**config.mk**
```make
export PLATFORM = sky130hd
export DESIGN_NAME = freq_meter
export DESIGN_NICKNAME = d
export VERILOG_FILES = /design/src/rtl/freq_meter_pkg.sv /design/src/rtl/freq_meter_bcd_counter.sv /design/src/rtl/freq_meter.sv
export SDC_FILE = /design/constraint.sdc
export NUM_CORES = 1
export LEC_CHECK = 0
export CELL_PAD_IN_SITES_DETAIL_PLACEMENT = 0
export CELL_PAD_IN_SITES_GLOBAL_PLACEMENT = 2
export CORE_MARGIN = 4
export CORE_UTILIZATION = 41
export DETAILED_ROUTE_END_ITERATION = 16
export HOLD_SLACK_MARGIN = 0.05
export PLACE_DENSITY = 0.95
export RECOVER_POWER = 50
export SLEW_MARGIN = 25
export SYNTH_ARGS = -nofsm -noshare
export SYNTH_HDL_FRONTEND = slang
export SYNTH_HIERARCHICAL = 1
export SYNTH_SLANG_ARGS = --single-unit
```
**constraint.sdc**
```tcl
create_clock -name PCK -period 5.9 [get_ports PCK]
set_input_delay 1.18 -clock PCK [delete_from_list [all_inputs] [get_ports PCK]]
set_output_delay 1.18 -clock PCK [all_outputs]
set_load 0.1 [all_outputs]
```
**src/rtl/freq_meter_pkg.sv**
```systemverilog
// Shared BCD types and the single-digit increment helper used by the frequency meter.
package freq_meter_pkg;

  typedef logic [3:0] bcd_digit_t;

  localparam bcd_digit_t BCD_MAX_DIGIT = 4'd9;

  typedef struct packed {
    logic       carry;
    bcd_digit_t digit;
  } bcd_inc_t;

  // One decade step: a digit at 9 with carry-in wraps to 0 and carries out.
  function automatic bcd_inc_t bcd_inc(input bcd_digit_t digit, input logic carry_in);
    bcd_inc_t res;
    if (!carry_in) begin
      res.carry = 1'b0;
      res.digit = digit;
    end else if (digit >= BCD_MAX_DIGIT) begin
      res.carry = 1'b1;
      res.digit = 4'd0;
    end else begin
      res.carry = 1'b0;
      res.digit = digit + 4'd1;
    end
    return res;
  endfunction

endpackage

```
**src/rtl/freq_meter_bcd_counter.sv**
```systemverilog
// Saturating N-digit BCD event counter with sticky overflow; CLR wins over INC.
module bcd_counter
  import freq_meter_pkg::*;
#(
  parameter int N_DIGITS = 6
) (
  input  logic                  PCK,
  input  logic                  RST,
  input  logic                  CLR,
  input  logic                  INC,
  output logic [4*N_DIGITS-1:0] COUNT,
  output logic                  OVF
);

  localparam int W = 4 * N_DIGITS;
  localparam logic [W-1:0] ALL_NINES = {N_DIGITS{BCD_MAX_DIGIT}};

  logic [W-1:0] count_q, count_d;
  logic         ovf_q, ovf_d;

  // Ripple-carry increment; a carry out of the top digit pins the count at all 9s.
  always_comb begin : next_count
    logic     carry;
    bcd_inc_t step;
    carry   = INC;
    count_d = count_q;
    ovf_d   = ovf_q;
    for (int i = 0; i < N_DIGITS; i++) begin
      step               = bcd_inc(count_q[4*i +: 4], carry);
      count_d[4*i +: 4]  = step.digit;
      carry              = step.carry;
    end
    if (CLR) begin
      count_d = '0;
      ovf_d   = 1'b0;
    end else if (carry) begin
      count_d = ALL_NINES;
      ovf_d   = 1'b1;
    end else begin
      ovf_d   = ovf_q;
    end
  end

  // Count and overflow state.
  always_ff @(posedge PCK) begin
    if (RST) begin
      count_q <= '0;
      ovf_q   <= 1'b0;
    end else begin
      count_q <= count_d;
      ovf_q   <= ovf_d;
    end
  end

  assign COUNT = count_q;
  assign OVF   = ovf_q;

endmodule

```
**src/rtl/freq_meter.sv**
```systemverilog
// Counts rising edges of an asynchronous input over an fPck-cycle gate window
// and publishes the result as packed BCD with a one-cycle VALID strobe.
module freq_meter
  import freq_meter_pkg::*;
#(
  parameter int fPck     = 25174825,
  parameter int N_DIGITS = 6
) (
  input  logic                  PCK,
  input  logic                  RST,
  input  logic                  SIG_IN,
  output logic [4*N_DIGITS-1:0] FREQ_BCD,
  output logic                  OVERFLOW,
  output logic                  VALID
);

  localparam int W  = 4 * N_DIGITS;
  localparam int TW = $clog2(fPck);
  localparam logic [TW-1:0] TERMINAL  = TW'(fPck - 1);
  localparam logic [W-1:0]  ALL_NINES = {N_DIGITS{BCD_MAX_DIGIT}};

  logic          s1_q, s2_q, s3_q;
  logic [TW-1:0] timer_q, timer_d;
  logic [W-1:0]  freq_q, freq_d;
  logic          ovf_q, ovf_d;
  logic          valid_q, valid_d;
  logic          edge_s, term_s;
  logic [W-1:0]  live_cnt_s;
  logic          live_ovf_s;

  assign edge_s = s2_q & ~s3_q;
  assign term_s = (timer_q == TERMINAL);

  bcd_counter #(
    .N_DIGITS(N_DIGITS)
  ) u_cnt (
    .PCK  (PCK),
    .RST  (RST),
    .CLR  (term_s),
    .INC  (edge_s),
    .COUNT(live_cnt_s),
    .OVF  (live_ovf_s)
  );

  // An edge on the terminal cycle still belongs to the closing window, so the
  // published value is the live count with that edge folded in.
  always_comb begin : next_state
    logic        carry;
    bcd_inc_t    step;
    logic [W-1:0] close_cnt;
    carry     = edge_s;
    close_cnt = live_cnt_s;
    for (int i = 0; i < N_DIGITS; i++) begin
      step                = bcd_inc(live_cnt_s[4*i +: 4], carry);
      close_cnt[4*i +: 4] = step.digit;
      carry               = step.carry;
    end
    if (carry) begin
      close_cnt = ALL_NINES;
    end else begin
      close_cnt = close_cnt;
    end
    timer_d = timer_q + TW'(1);
    freq_d  = freq_q;
    ovf_d   = ovf_q;
    valid_d = 1'b0;
    if (term_s) begin
      timer_d = '0;
      freq_d  = close_cnt;
      ovf_d   = live_ovf_s | carry;
      valid_d = 1'b1;
    end else begin
      valid_d = 1'b0;
    end
  end

  // Synchronizer, edge history, gate timer and published result.
  always_ff @(posedge PCK) begin
    if (RST) begin
      s1_q    <= 1'b0;
      s2_q    <= 1'b0;
      s3_q    <= 1'b0;
      timer_q <= '0;
      freq_q  <= '0;
      ovf_q   <= 1'b0;
      valid_q <= 1'b0;
    end else begin
      s1_q    <= SIG_IN;
      s2_q    <= s1_q;
      s3_q    <= s2_q;
      timer_q <= timer_d;
      freq_q  <= freq_d;
      ovf_q   <= ovf_d;
      valid_q <= valid_d;
    end
  end

  assign FREQ_BCD = freq_q;
  assign OVERFLOW = ovf_q;
  assign VALID    = valid_q;

endmodule

```
## Word level (Yosys, flattened, before mapping)

Index checks and enable logic that the tools add are counted.

- Bits of input ports: 3
- Output and inout port bits: 26
- Memories: 0
- Latch bits: 0
- RAM bits: 0
- Flip-flop bits (word level): 79
- Memory bits (read-only): 0
- Word-level logic and storage cells: 41

- Multiplexer cells: 14
- Eq/ne operators: 1
- $lt $le $gt $ge: 6
- Bitwise gates (word level): 3
- Shift operators: 0
- Add/sub/neg operators: 7
- $mul: 0
- Reduce and logical (&&, ||, !) cells: 1
- Div/mod/pow operators: 0

Operator list:

| cell | number |
|---|---|
| two-way mux 5 bit | 12 |
| adder 25 x 1 -> 25 bit, second input constant | 1 |
| equality test 25 bit, second input constant | 1 |
| adder 4 x 1 -> 4 bit, second input constant | 6 |
| greater-or-equal comparator 4 bit, second input constant | 6 |
| two-way mux 24 bit | 1 |
| OR reduction 2 bit | 1 |
| bitwise AND 1 bit | 1 |
| two-way mux 1 bit | 1 |
| NOT 1 bit | 1 |
| OR 1 bit | 1 |

## Depth between registers and ports, before layout

- Depth after elaboration: 9
- Gate-level depth with buffers: 10
- Mapped depth without buffers: 9

## Cells and area by module

The synthesis kept the hierarchy.

By module, submodules not included:

| module | cells an instance | seq. area each (µm²) | area an instance (µm²) | times used |
|---|---|---|---|---|
| freq_meter | 327 | 1081.0 | 3081.7 | 1 |
| bcd_counter | 181 | 500.5 | 1565.3 | 1 |

## Worst setup path before layout

OpenSTA, ideal clock, no wires.

- Path type: input port to flip-flop
- Start point: in RST
- End point: reg freq_q[23], in the netlist FREQ_BCD[23]
- Library setup time: 0.117 ns
- Required time: 5.783 ns
- Path buffers: 2
- Arrival time: 2.005 ns
- Path slack: 3.778 ns
- Stages on the path: 5
- Path through: clkbuf_2 > buf_1 > nor3_1 > a32oi_1 > nand2_1

RTL lines:

| item | line | RTL |
|---|---|---|
| start, declared | freq_meter.sv:10 | `input logic RST,` |
| end signal, assigned | freq_meter.sv:92 | `freq_q <= freq_d;` |
| end, declared | freq_meter.sv:24 | `logic [W-1:0] freq_q, freq_d;` |

==> run metrics <==
most used routing layer met2; effective utilization at floorplan 0.4231; clk_lat worst skew 340 ps; CTS Buf Count 9; met3 global-route usage 0.05233; Total Routing Usage GR 0.1719; crit path launch type input port; synth cell count leaders dfxtp_1, nor2_1, nand2_1; Rows 38; crit end category register; peak supply drop 0.2070 mV; maximum fanout along the worst path 17; crit-path cells dlygate4sd3_1 > nor3_1 > o21ai_0 > o211ai_1; Leakage 1.969 nW; Worst Path Arrival 4170 ps; vias per cell 5.549; IO Count 29; Area Growth Syn to Fin 12.82%; Cell Pwr Density 221.3 nW/um2; vias post-DR 3,740; maximum clock rate 0.2555 GHz; maximum capacitance violations 1; routing usage on met1 0.2404; Reg clk slew, reported paths 60 ps; DRT iter0 DRCs 194; DRC 0; Area after DPL 4987 um2; Slew HR -0.1561; Gate power share 0.023; Pre-Repair DR Iteration Count 5; initial antenna violation count 0; root buffer cell clkbuf_16; final instance area 5243 um2; share of cells above drive strength 1 0.09363; total core area 10,980 um2; ys flop type dfxtp_1; Seq pwr share 0.466; Post-CTS Setup Repair Bufs 0; worst clock skew 6.505 ps; Netlist cell types 79; top post-synthesis cells by area dfxtp_1, ha_1, xor2_1; P_int 0.0009249 W; dpl hpwl 7530 um; ANT cells 0; worst slew pin tran 1721 ps; Synthesized Nets 549; Post-Synthesis Cells 508; htree depth 3; Synth area leader dfxtp_1; final slew viol count 16; YS warnings 6; GR Layer Usage met2 0.2573; syn_area_per_cell 9.148 um2; final hold vios 0; first-pass GRT wire length 17,970 um; total die area 13,100 um2; Placed Cells 659; Post-layout nets 571; CP max stage delay 1430 ps; # fillers 1,050; failing checks capacitance limit, slew limit; unrepaired setup endpoints after global routing no; die height 114.5 um; clk sinks 79; clock share of power 0.511; Port Buffers 28; RD Place Congestion 0.7774; synthesized cell area 4647 um2; number of global-route vias before repair 3,621; highest-delay cell along the critical path nor3_1; Yosys reg bits 79; final cell count without fillers 674; fin crit share 0.6634; GR Overflow Total 0; switching share of power 0.2027; maximum clock path buffer count 2; P_sw 0.0002352 W; final setup fails 0; final WL 10,570 um; Worst EP required 6150 ps; WS Path Type in -> reg; area fraction of the dominant cell type after synthesis 0.3403; Seq/Total Area, Yosys 0.3403; largest net degree at the start of global routing 25; Final min period 3914 ps; EDFF count, synth 0; outcome finished with violations; asr flop ratio synth 0; HP Class reg -> reg; cts hold-fix bufs 0; CTS tree done; remaining antenna violation count 0; DR WL/cell 15.68 um; CTS resizes 0; most numerous cell in the Yosys netlist dfxtp_1; Fin Setup TNS 0 ps; Die X 114.5 um
## layout make-up
cell class	instances	area, um2	share of cell area
Clock inverter	3	67.56	0.01289
Multi-Input combinational cell	377	2755	0.5255
Inverter	35	136.4	0.02601
Timing Repair Buffer	28	280.3	0.05346
Clock buffer	12	246.5	0.04702
Tap cell	140	175.2	0.03341
Sequential cell	79	1582	0.3017
## placed cells by master, fill, tap and decap left out, drive strengths merged, types with 3 or more instances in the layout
cell type and instances:
a211oi 9, a21oi 13, a31oi 6, a32o 8, a32oi 4, a41oi 4, and2 11, and3 6
and4 6, clkbuf 12, clkdlybuf4s50 27, dfxtp 79, ha 38, inv 34, nand2 44, nand2b 4
nand3 20, nand3b 3, nand4 23, nor2 42, nor2b 6, nor3 17, nor4 10, o211ai 4
o21ai 17, o22ai 3, o31ai 5, or3b 11, or4 4, xnor2 15, xor2 18
## power by group through the flow
stage / registers [W] / clock network, W / logic [W]
after floorplan: 0.000551 / 0 / 0.0000231
after global placement: 0.000552 / 0 / 0.0000270
after detailed placement: 0.000553 / 0 / 0.0000275
after CTS: 0.000541 / 0.000608 / 0.0000276
after global routing: 0.000541 / 0.000632 / 0.0000303
final: 0.000541 / 0.000592 / 0.0000269
## flip-flops by register name, summed over array words and instances, names as in the netlist
name / cells
FREQ_BCD: 24
OVERFLOW: 1
VALID: 1
s1_q: 1
s2_q: 1
s3_q: 1
timer_q: 25
u_cnt/COUNT: 24
u_cnt/OVF: 1
## layer usage
layer	vias up	share of wire
met5	-	0
met4	0	0.011
met3	6	0.045
met1	1811	0.49
li1	1874	-
met2	49	0.45
## per-stage QoR
stage / worst slack [ps] / hold WS (ps) / util / power [W]
after floorplan: 3778 / 413.8 / - / 0.0005739
after CTS: 2821 / 442.5 / 0.4827 / 0.001176
after detailed placement: 2532 / 428.7 / 0.4541 / 0.0005801
after global routing: 1645 / 466.4 / 0.4773 / 0.001203
after global placement: 2633 / 418.9 / 0.4541 / 0.0005793
final: 1986 / 437.6 / 0.4773 / 0.001160
## cells by family after synthesis
kind of cell	after synthesis	synth area share
fa+ha+maj	38	0.1023
buf+inv	52	0.05411
flops	79	0.3403
xor+xnor	33	0.06220
mux	3	0.006731
simple gates	217	0.2975
compound gates	86	0.1368
## final timing paths
check	from	end	slack, ps	depth (start not counted)
min	s1_q	s2_q	440	1
max	RST	FREQ_BCD[15]	1990	4
min reg2reg	s1_q	s2_q	440	1
max reg2reg	timer_q[10]	FREQ_BCD[15]	2740	5
## critical path: cells and delay by family
kind / cells / cell delay, ps
AO/OA/AOI/OAI: 2 / 740
AND/OR/NAND/NOR: 1 / 1430
buffers and inverters: 1 / 800
Note: power is estimated with default switching activity, not from simulation.
